[config.mk]
export PLATFORM = sky130hd
export DESIGN_NAME = counter_sequencer
export DESIGN_NICKNAME = d
export VERILOG_FILES = /design/src/rtl/counter_sequencer.sv
export SDC_FILE = /design/constraint.sdc
export NUM_CORES = 1
export LEC_CHECK = 0
export CAP_MARGIN = 5
export CORE_AREA = 10 10 54 56
export DETAILED_ROUTE_END_ITERATION = 8
export DIE_AREA = 0 0 64 66
export PLACE_DENSITY_LB_ADDON = 0.12
export SYNTH_ARGS = -nofsm -noshare
export SYNTH_HDL_FRONTEND = slang
export SYNTH_SLANG_ARGS = --single-unit
[constraint.sdc]
create_clock -name clk -period 2.2 [get_ports clk]
set_input_delay 0.44 -clock clk [delete_from_list [all_inputs] [get_ports clk]]
set_output_delay 0.44 -clock clk [all_outputs]
set_load 0.01 [all_outputs]
[src/rtl/counter_sequencer.sv]
// counter_sequencer: steps an external up/down counter to a requested target; COUNTER_SEQ_WRAP_EN selects shortest modular path
module counter_sequencer #(
    parameter int WIDTH     = 4,
    parameter int MAX_STEPS = 20
) (
    input  logic             clk,
    input  logic             rst_n,
    input  logic             req_valid,
    output logic             req_ready,
    input  logic [WIDTH-1:0] req_target,
    input  logic [WIDTH-1:0] cnt,
    output logic             u,
    output logic             SS,
    output logic             busy,
    output logic             done,
    output logic             timeout
);
    localparam int CW = $clog2(MAX_STEPS + 1);
    localparam logic [2:0] IDLE   = 3'd0;
    localparam logic [2:0] CHECK  = 3'd1;
    localparam logic [2:0] STEP   = 3'd2;
    localparam logic [2:0] SETTLE = 3'd3;
    localparam logic [2:0] DONE   = 3'd4;
    localparam logic [2:0] TOUT   = 3'd5;
    logic [2:0]       state;
    logic [2:0]       next;
    logic [WIDTH-1:0] target;
    logic [CW-1:0]    steps;
    logic             dir;
`ifdef COUNTER_SEQ_WRAP_EN
    logic [WIDTH-1:0] d_up;
    assign d_up = target - cnt;
    assign dir  = d_up <= WIDTH'(1 << (WIDTH - 1));
`else
    assign dir = target > cnt;
`endif
    // next-state selection; req_ready is high exactly in IDLE so req_valid alone accepts there
    always_comb begin
        next = IDLE;
        case (state)
            IDLE:    next = req_valid ? CHECK : IDLE;
            CHECK:   next = (cnt == target) ? DONE : (steps == CW'(MAX_STEPS)) ? TOUT : STEP;
            STEP:    next = SETTLE;
            SETTLE:  next = CHECK;
            default: next = IDLE;
        endcase
    end
    // all outputs are registered from the next state so each pulse lines up with its state
    always_ff @(posedge clk or negedge rst_n) begin
        if (!rst_n) begin
            state     <= IDLE;
            target    <= '0;
            steps     <= '0;
            u         <= 1'b0;
            SS        <= 1'b0;
            busy      <= 1'b0;
            done      <= 1'b0;
            timeout   <= 1'b0;
            req_ready <= 1'b1;
        end else begin
            state     <= next;
            req_ready <= next == IDLE;
            busy      <= next != IDLE;
            SS        <= next == STEP;
            done      <= next == DONE;
            timeout   <= next == TOUT;
            if (state == IDLE && req_valid) begin
                target <= req_target;
                steps  <= '0;
            end
            if (state == CHECK && next == STEP) begin
                u     <= dir;
                steps <= steps + 1'b1;
            end
        end
    end
endmodule

Yosys cells after proc, flatten, opt, wreduce, memory -nomap -nowiden

Index checks and enable logic that the tools add are counted.

Word-level logic and storage cells: 31
Output and inout port bits: 6
Bits of input ports: 11
Register bits: 18

Reductions and logical operators: 6
Order comparisons: 1
$add $sub $neg: 1
Eq/ne operators: 8
Multiplexer cells: 6

Operators by type and width:

| operator                                                              | number |
|---|---|
| 3-bit one-hot mux with 4 select lines                                 | 1 |
| 5-bit two-way mux                                                     | 2 |
| 3-bit by 2-bit equality test with 1-bit output, second input constant | 3 |
| 3-bit equality test, second input constant                            | 2 |
| 3-bit zero test                                                       | 2 |
| 3-bit two-way mux                                                     | 2 |
| 5-bit by 1-bit adder with 5-bit output, second input constant         | 1 |
| 5-bit equality test, second input constant                            | 1 |
| 4-bit equality test                                                   | 1 |
| 4-bit greater-than comparator                                         | 1 |
| 3-bit by 1-bit equality test with 1-bit output, second input constant | 1 |
| 3-bit nonzero test                                                    | 1 |
| 1-bit logical AND                                                     | 2 |
| 2-bit nonzero test                                                    | 1 |
| 1-bit two-way mux                                                     | 1 |

Longest topological paths before layout

Depth after elaboration: 7
Gate-level depth with buffers: 6

Worst setup path after synthesis

OpenSTA, ideal clock, no wires.

Kind: input port to flip-flop
Start: input cnt[2]
End: register state[1]
Setup time: 0.077 ns
Slack: 0.624 ns
Required time: 2.123 ns
Path buffers: 0
Stages on the path: 5
Data arrival time: 1.499 ns
Cells stage by stage: inv_1 ha_1 and4_1 or4_1 a21oi_1

Cells in the longest elaborated chain, start to end: 3

Ends and longest elaborated chain:

| what                                  | RTL line | source |
|---|---|---|
| start, declared                       | 11       | `input logic [WIDTH-1:0] cnt,` |
| 4-bit equality test                   | 42       | `CHECK: next = (cnt == target) ? DONE : (steps == CW'(MAX_STEPS)) ? TOUT : STEP;` |
| 3-bit two-way mux                     | 42       |  |
| 3-bit one-hot mux with 4 select lines | 40       | `case (state)` |
| named net next[1]                     | 26       | `logic [2:0] next;` |
| end signal, assigned                  | 61       | `state <= next;` |
| end, declared                         | 25       | `logic [2:0] state;` |

The timed path passes the listed nets, and every way through them passes these cells.
A chain may end at the register's enable or synchronous reset.

Final worst setup path

Start: register req_ready
End: output req_ready

RTL lines:

| what                   | RTL line | source |
|---|---|---|
| start, declared        | 9        | `output logic req_ready,` |
| start signal, assigned | 59       | `req_ready <= 1'b1;` |
| start signal, assigned | 62       | `req_ready <= next == IDLE;` |

No word-level cell between the ends.

==> flow_metrics.py <==
metrics = {
    "critical_path": {
        "slowest_delay_ns": 0.53,
        "start_kind": "flip-flop",
        "crit_type": "flip-flop to output port",
        "path_cells": "clkdlybuf4s50_1",
        "path_max_fanout": 1,
        "cpMaxStageDelayCell": "clkdlybuf4s50_1",
        "cp.required_ns": 1.76,
        "cp.arrival_ns": 1.35,
        "worst-path-buf-inv": 1,
        "cp-end-kind": "output port",
        "path_delay_family": "buffers and inverters",
    },
    "yosys": {
        "syn_nets": 99,
        "synth_seq_cells": 18,
        "syn_area_um2": 878,
        "synth_warnings": 0,
        "ys_types": 27,
        "synth_cells": 82,
        "syn_area_per_cell_um2": 10.7,
        "seq_area_frac_synth_pct": 51.4,
    },
    "route": {
        "wl_per_cell_um": 12.4,
        "drt-initial-drc-count": 14,
        "drc": 0,
        "vias_per_cell": 5.02,
        "vias": 657,
        "wl_um": 1620,
        "dr.pass1.iters": 4,
        "ant_nets": 0,
    },
    "cts": {
        "cts_buffers": 3,
        "clk_latency_ns": 0.30,
        "post_cts_buffers": 0,
        "cts_root_buffer": "clkbuf_4",
        "clock-sinks": 18,
        "holdBufCountCts": 0,
        "post_cts_resized": 0,
        "path_clk_slew_ns": 0.10,
        "cts_tree": "done",
        "htreeDepth": 1,
        "cts_buffer_depth": 2,
    },
    "grt": {
        "grt_overflow": 0,
        "grt_pass1_wl_um": 3040,
        "grt_use_total_pct": 8.89,
        "grt_pass1_vias": 706,
        "grt_start_max_net_pins": 19,
        "antenna_found_initial": 0,
    },
    "floorplanning": {
        "design.core.area_mm2": 0.00190,
        "die_area_mm2": 0.00422,
        "die_y_um": 66,
        "initial_core_util_pct": 46.2,
        "die_w_um": 64,
        "rows": 16,
        "io_pins": 17,
    },
    "place": {
        "gp_congestion": 0.739,
        "port_buffers": 16,
        "dp_hpwl_um": 1270,
    },
    "sta": {
        "tightestPinTransition_ns": 0.357,
        "fin_hold_ws_ns": 0.461,
        "maxSlewViolCount": 0,
        "fin_tns_setup_ns": 0,
        "setup_violations": 0,
        "finalHoldViolCount": 0,
        "slew_headroom_pct": 76.2,
        "fin_crit_sh_pct": 81.3,
        "fmax_mhz": 559,
        "rsz0062_at_grt": "false",
        "period_needed_ns": 1.79,
        "clock_skew_ns": 0.000655,
    },
    "final_layout": {
        "syn2layout_area_growth_pct": 28.2,
        "fin_nets": 122,
        "drive_gt1_share_pct": 13.5,
        "fill_cells": 169,
        "diodes": 0,
    },
    "hold_path": {
        "hp-class": "input pin to async pin",
    },
    "power": {
        "power_per_cell_area_mw_per_mm2": 1200,
        "total_power_uw": 1360,
        "ir_worst_vdd_v": 0.000581,
        "leakage_uw": 0.000501,
    },
    "outcome": {
        "outcome": "finished clean",
    },
    "job": {
        "drv_cap": 0,
    },
}
==> synth_stat cells <==
cell type,n,area share [%]
nand3_1,4,2.3
nand4b_1,1,1.0
mux2_2,4,5.1
nand2b_1,1,0.71
and4_1,1,1.0
or3b_4,1,1.3
nor2b_1,1,0.71
nor3_4,1,1.9
o22ai_1,2,1.4
nor3_1,1,0.57
o211ai_1,1,0.86
and4b_1,1,1.1
nor2_1,4,1.7
inv_1,9,3.8
or4_1,1,0.86
o21a_1,1,0.86
dfrtp_1,17,48
nand4_1,1,0.71
mux2i_1,2,2.3
ha_1,6,8.5
dfstp_2,1,3.0
nand2_1,7,3.0
buf_2,1,0.57
a21oi_1,7,4.0
or4b_1,1,1.1
a211oi_1,1,0.86
o21ai_0,4,2.3
==> registers in the layout (all words and copies together), names as in the netlist <==
signal / count
done: 1
u: 1
req_ready: 1
target: 4
busy: 1
steps: 5
state: 3
timeout: 1
SS: 1
==> per-layer routing <==
metal	share of wire (%)	GRT usage [%]
met1	42	9.33
met4	2.5	4.92
met2	49	15.0
met3	6.7	3.39
met5	0	0
==> kinds of logic after synthesis <==
kind of cell    synth area share [%]
mux                             7.41
simple gates                    18.0
buf+inv                         4.42
flops                           51.4
fa+ha+maj                       8.55
compound gates                  10.3
==> placed cells by master (no fill, tap or decap), drive strengths merged <==
| cell type | instances |
|---|---|
| nand4b | 1 |
| nor3 | 2 |
| or4 | 1 |
| o22ai | 2 |
| a211oi | 1 |
| nand4 | 1 |
| dfrtp | 17 |
| nand3 | 4 |
| a21oi | 7 |
| clkbuf | 4 |
| mux2i | 2 |
| o21a | 1 |
| nor2b | 1 |
| nor2 | 4 |
| nand2 | 7 |
| ha | 6 |
| nand2b | 1 |
| clkdlybuf4s50 | 16 |
| buf | 3 |
| inv | 9 |
| and4 | 1 |
| o21ai | 4 |
| dfstp | 1 |
| or4b | 1 |
| or3b | 1 |
| o211ai | 1 |
| mux2 | 4 |
| and4b | 1 |
==> metrics by stage <==
stage | instances | utilization [%] | setup slack [ns] | area (um^2)
finish | 131 | 59.2 | 0.412 | 1130
global route | 131 | 59.2 | 0.340 | 1130
CTS | 131 | 59.2 | 0.401 | 1130
detailed placement | 127 | 57.3 | 0.106 | 1090
global placement | 127 | 57.3 | 0.123 | 1090
floorplan | 82 | - | 0.624 | 878
==> report_power, final <==
part	internal (uW)	switching, uW	total [uW]
logic	320	269	588
clock network	101	104	205
registers	464	97.5	561
total	885	470	1360
==> layout make-up <==
type / instances / area [um^2] / share of cell area, %
Tap cell: 27 / 33.8 / 3.00
Sequential cell: 18 / 452 / 40.1
Inverter: 9 / 33.8 / 3.00
Timing Repair Buffer: 19 / 183 / 16.2
Multi-Input combinational cell: 54 / 388 / 34.4
Clock buffer: 4 / 36.3 / 3.22
==> worst paths after layout <==
kind,from,depth (start not counted),slack (ns),to
min in group clk,state[2],1,0.51,state[1]
max in group asynchronous,rst_n,2,1.48,req_ready
setup / recovery,req_ready,1,0.41,req_ready
hold reg to reg,state[2],1,0.51,state[1]
setup reg to reg,steps[0],5,0.53,state[1]
hold / removal,rst_n,2,0.46,u
Note: power is estimated with default switching activity, not from simulation.
==> RTL edit 1, RTL diff (config.mk and constraints unchanged) <==
`WIDTH`: 4 -> 3.
--- a/src/rtl/counter_sequencer.sv
+++ b/src/rtl/counter_sequencer.sv
@@ -1,6 +1,6 @@
 // counter_sequencer: steps an external up/down counter to a requested target; COUNTER_SEQ_WRAP_EN selects shortest modular path
 module counter_sequencer #(
-    parameter int WIDTH     = 4,
+    parameter int WIDTH     = 3,
     parameter int MAX_STEPS = 20
 ) (
     input  logic             clk,
Ports: changed (resized cnt and req_target); port bits go from 17 to 15. No check against the original RTL was run, so the function may have changed too.
==> RTL edit 1 against the original RTL <==
- sequential cell count shrank 1
- wire length is 3.1% lower
- power down 7.5%
- count of clock-buffer cells in the layout decreased by 1
- design area is 7.2% lower
- utilization decreased by 4.3 points
- via count shrank 5.2%
- synthesized area shrank 3.8%
- worst setup slack better by 0.010 ns
- clock power fell by 20%
- combinational power shrank 8.0%
==> RTL edit 1: results (changes against the original RTL) <==
Parameter                              Value

Logic synthesis
  Register area share after synthesis    50.5% (was 51.4%)
  Post-Syn Area per Cell    10.8 um^2 (was 10.7 um^2)
  Distinct cell type count after synthesis    29 (was 27)
  Top cell types by occurrence after synthesis    16 x dfrtp_1, 8 x inv_1, 7 x nand2_1, 5 x a21oi_1, 5 x ha_1 (was 17 x dfrtp_1, 9 x inv_1, 7 x a21oi_1, 7 x nand2_1, 6 x ha_1)
  Largest cells by area after synthesis    dfrtp_1 47%, ha_1 7.4%, mux2_4 5.3% (was dfrtp_1 48%, ha_1 8.5%, mux2_2 5.1%)

Place
  Last weighted congestion value of the routability-driven placer    0.722 (was 0.739)
  Placed cell count    119 (was 127)
  Post-DP HPWL    1180 um (was 1270 um)
  Setup slack after placement    0.114 ns (was 0.106 ns)
  Area after detailed placement    1020 um^2 (was 1090 um^2)
  Count of buffers inserted at the top-level ports    14 (was 16)

Cells and area
  Filler Cells Inserted    176 (was 169)
  Share of cells above drive strength 1    13.5% (about the same)
  Final layout net count    111 (was 122)

Timing
  Layout Skew    0.00186 ns (was 0.000655 ns)
  Minimum period implied by the final worst setup slack    1.78 ns (was 1.79 ns)
  Max transition margin    75.1% (was 76.2%)

Worst setup path
  Worst r2r src    state[1] (was steps[0])
  Count of cells along the worst register-to-register path    2 (was 5)
  Worst setup slack for register-to-register paths    0.55 ns (was 0.53 ns)

GRT
  Wire length of the first global-routing pass    2750 um (was 3040 um)
  Via count of the first global-routing pass    596 (was 706)
  Largest net degree at the start of global routing    18 (was 19)
  Global-route total usage across every layer    8.21% (was 8.89%)

Drt
  Average wire length per cell after detail routing    12.8 um (was 12.4 um)
  Number of DRC markers in iteration 0    9 (was 14)
  DR vias    623 (was 657)

Clock network
  Root buffer selected by CTS    clkbuf_4 (unchanged)

Pwr
  VDD IR-drop max    0.558 mV (was 0.581 mV)

Status
  Run status    finished clean (unchanged)
[RTL edit 1: changes by cell type in the layout (fill, tap and decap cells not counted), sizes merged, moves of 2 or more]
cell / change
clkdlybuf4s50: -2
nor2b: +2
a31oi: +2
o21ai: -2
a21oi: -2
and3: +2
[RTL edit 1: how the worst min path moves through the flow]
stage,start,cells past startpoint,slack (ns),end
final,rst_n,2,0.47,u
after CTS,rst_n,2,0.46,busy
after floorplan,rst_n,0,0.14,SS
after global placement,target[0],1,0.50,target[0]
after global routing,rst_n,2,0.49,SS
after detailed placement,target[0],1,0.50,target[0]
[RTL edit 1: layer usage]
layer / global-route usage, % / vias up / wire [um]
li1: - / 306 / -
met1: 9.18 / 295 / 695
met2: 12.2 / 18 / 701
met3: 4.24 / 4 / 144
met4: 4.92 / 0 / 29
met5: 0 / - / 0
[RTL edit 1: cells by family (layout without fill, tap and decap cells)]
| logic type | after synthesis | in the layout | share of synthesized area, % |
|---|---|---|---|
| multiplexers | 5 | 5 | 7.70 |
| adder cells (fa/ha/maj) | 5 | 5 | 7.41 |
| AO/OA/AOI/OAI | 13 | 13 | 9.04 |
| flip-flops | 17 | 17 | 50.5 |
| AND/OR/NAND/NOR | 28 | 28 | 19.9 |
| buffers and inverters | 10 | 28 | 5.48 |
[RTL edit 1: area by class of cell]
class	count	area, um^2	share of cell area, %
Sequential cell	17	427	40.8
Multi-Input combinational cell	51	372	35.6
Timing Repair Buffer	16	155	14.9
Tap cell	27	33.8	3.23
Inverter	8	30.0	2.87
Clock buffer	3	22.5	2.16
Clock inverter	1	5.00	0.479
[RTL edit 1: where the power goes]
group | leakage [uW] | switching (uW) | internal [uW]
logic | 0.000279 | 251 | 289
clock network | 0.0000177 | 97.8 | 67.5
registers | 0.000211 | 107 | 440
==> RTL edit 2, RTL diff (same settings) <==
Without the edit above. Put one more register stage on the output `timeout`, cleared by the reset. The value now appears one clock later. The other outputs are not delayed to match.
--- a/src/rtl/counter_sequencer.sv
+++ b/src/rtl/counter_sequencer.sv
@@ -22,6 +22,8 @@
     localparam logic [2:0] SETTLE = 3'd3;
     localparam logic [2:0] DONE   = 3'd4;
     localparam logic [2:0] TOUT   = 3'd5;
+
+    logic timeout_s0;
     logic [2:0]       state;
     logic [2:0]       next;
     logic [WIDTH-1:0] target;
@@ -55,7 +57,7 @@
             SS        <= 1'b0;
             busy      <= 1'b0;
             done      <= 1'b0;
-            timeout   <= 1'b0;
+            timeout_s0 <= 1'b0;
             req_ready <= 1'b1;
         end else begin
             state     <= next;
@@ -63,7 +65,7 @@
             busy      <= next != IDLE;
             SS        <= next == STEP;
             done      <= next == DONE;
-            timeout   <= next == TOUT;
+            timeout_s0 <= next == TOUT;
             if (state == IDLE && req_valid) begin
                 target <= req_target;
                 steps  <= '0;
@@ -74,5 +76,13 @@
             end
         end
     end
+    always_ff @(posedge clk or negedge rst_n) begin
+        if (!rst_n) begin
+            timeout <= '0;
+        end else begin
+            timeout <= timeout_s0;
+        end
+    end
+
 endmodule
 
Check against the original RTL: no difference found for any inputs over 10 cycles, from zero or initial values and one cycle with rst_n low; that may be too few to reach the edited logic, so the function may still have changed.
==> RTL edit 2 against the original RTL <==
- sequential cell count grew 1
- combinational power decreased by 4.4%
- wire length decreased by 3.0%
- maximum frequency down 0.36%
- die area is the same
- count of clock-buffer cells in the layout shrank 1
- first-iteration DRC count is 29% higher
- design area is 1.0% higher
- power down 2.8%
- worst setup slack lost 0.0064 ns
- synthesized area increased by 3.3%
==> RTL edit 2: results (changes against the original RTL) <==
Parameter                              Value

Logic synthesis
  Register area share after synthesis    52.6% (was 51.4%)
  Distinct cell type count after synthesis    29 (was 27)
  Compound-Gate Fraction of Synth Area    9.10% (was 10.3%)
  Post-synthesis mux area share    8.28% (was 7.41%)
  Largest cells by area after synthesis    dfrtp_1 50%, ha_1 8.3%, mux2_2 5.0% (was dfrtp_1 48%, ha_1 8.5%, mux2_2 5.1%)
  Arithmetic-cell share of the synthesized area counting full adders, half adders and majority gates    8.28% (was 8.55%)
  Post-Syn Area per Cell    10.8 um^2 (was 10.7 um^2)

GRT
  Largest net degree at the start of global routing    20 (was 19)
  GR Layer Usage met2    12.8% (was 15.0%)
  Via count of the first global-routing pass    649 (was 706)
  Global-route total usage across every layer    8.08% (was 8.89%)
  Global routing met1 resource utilization    8.64% (was 9.33%)
  Met3 Usage GRT    3.22% (was 3.39%)
  Wire length of the first global-routing pass    2700 um (was 3040 um)

Pwr
  Cell-internal power    854 uW (was 885 uW)
  Static leakage    0.000512 uW (was 0.000501 uW)
  VDD IR-drop max    0.545 mV (was 0.581 mV)

Drt
  Total wirelength of the detailed-routed design    1570 um (was 1620 um)
  Average wire length per cell after detail routing    12.0 um (was 12.4 um)
  Routed wire length on met3    79 um (was 108 um)
  Met2 wire length    766 um (was 792 um)
  Number of DRC markers in iteration 0    18 (was 14)

Timing
  Final-layout worst hold slack    0.360 ns (was 0.461 ns)
  Max transition margin    76.6% (was 76.2%)

Worst setup path
  Reg-to-reg endpoint    steps[2] (was state[1])
  CP max stage cell    dfstp_2 (was clkdlybuf4s50_1)
  Count of cells along the worst register-to-register path    6 (was 5)

Place
  Last weighted congestion value of the routability-driven placer    0.734 (was 0.739)

Cells and area
  Filler Cells Inserted    167 (was 169)

Status
  Run status    finished clean (unchanged)
RTL edit 2: how the worst max path moves through the flow:
stage	from	endpoint	cells after the start	slack (ns)
global route	req_ready	req_ready	1	0.35
global placement	cnt[3]	steps[2]	7	0.14
floorplan	cnt[3]	u	6	0.59
CTS	req_ready	req_ready	1	0.39
finish	req_ready	req_ready	1	0.41
detailed placement	cnt[3]	steps[2]	7	0.14
RTL edit 2: power by group through the flow:
stage	clock network [uW]	logic [uW]	registers, uW
after floorplan	0	380	584
after global placement	0	561	582
after detailed placement	0	573	589
after CTS	183	576	580
after global routing	198	645	599
final	175	562	580
RTL edit 2: final cells by class:
type,count,share of cell area [%]
Tap cell,27,2.97
Clock inverter,1,0.440
Inverter,8,2.64
Timing Repair Buffer,19,16.1
Sequential cell,19,41.9
Clock buffer,3,1.98
Multi-Input combinational cell,54,34.0
RTL edit 2: cell families after synthesis:
group | after synthesis
buf+inv | 11
mux | 7
compound gates | 14
simple gates | 27
fa+ha+maj | 6
flops | 19
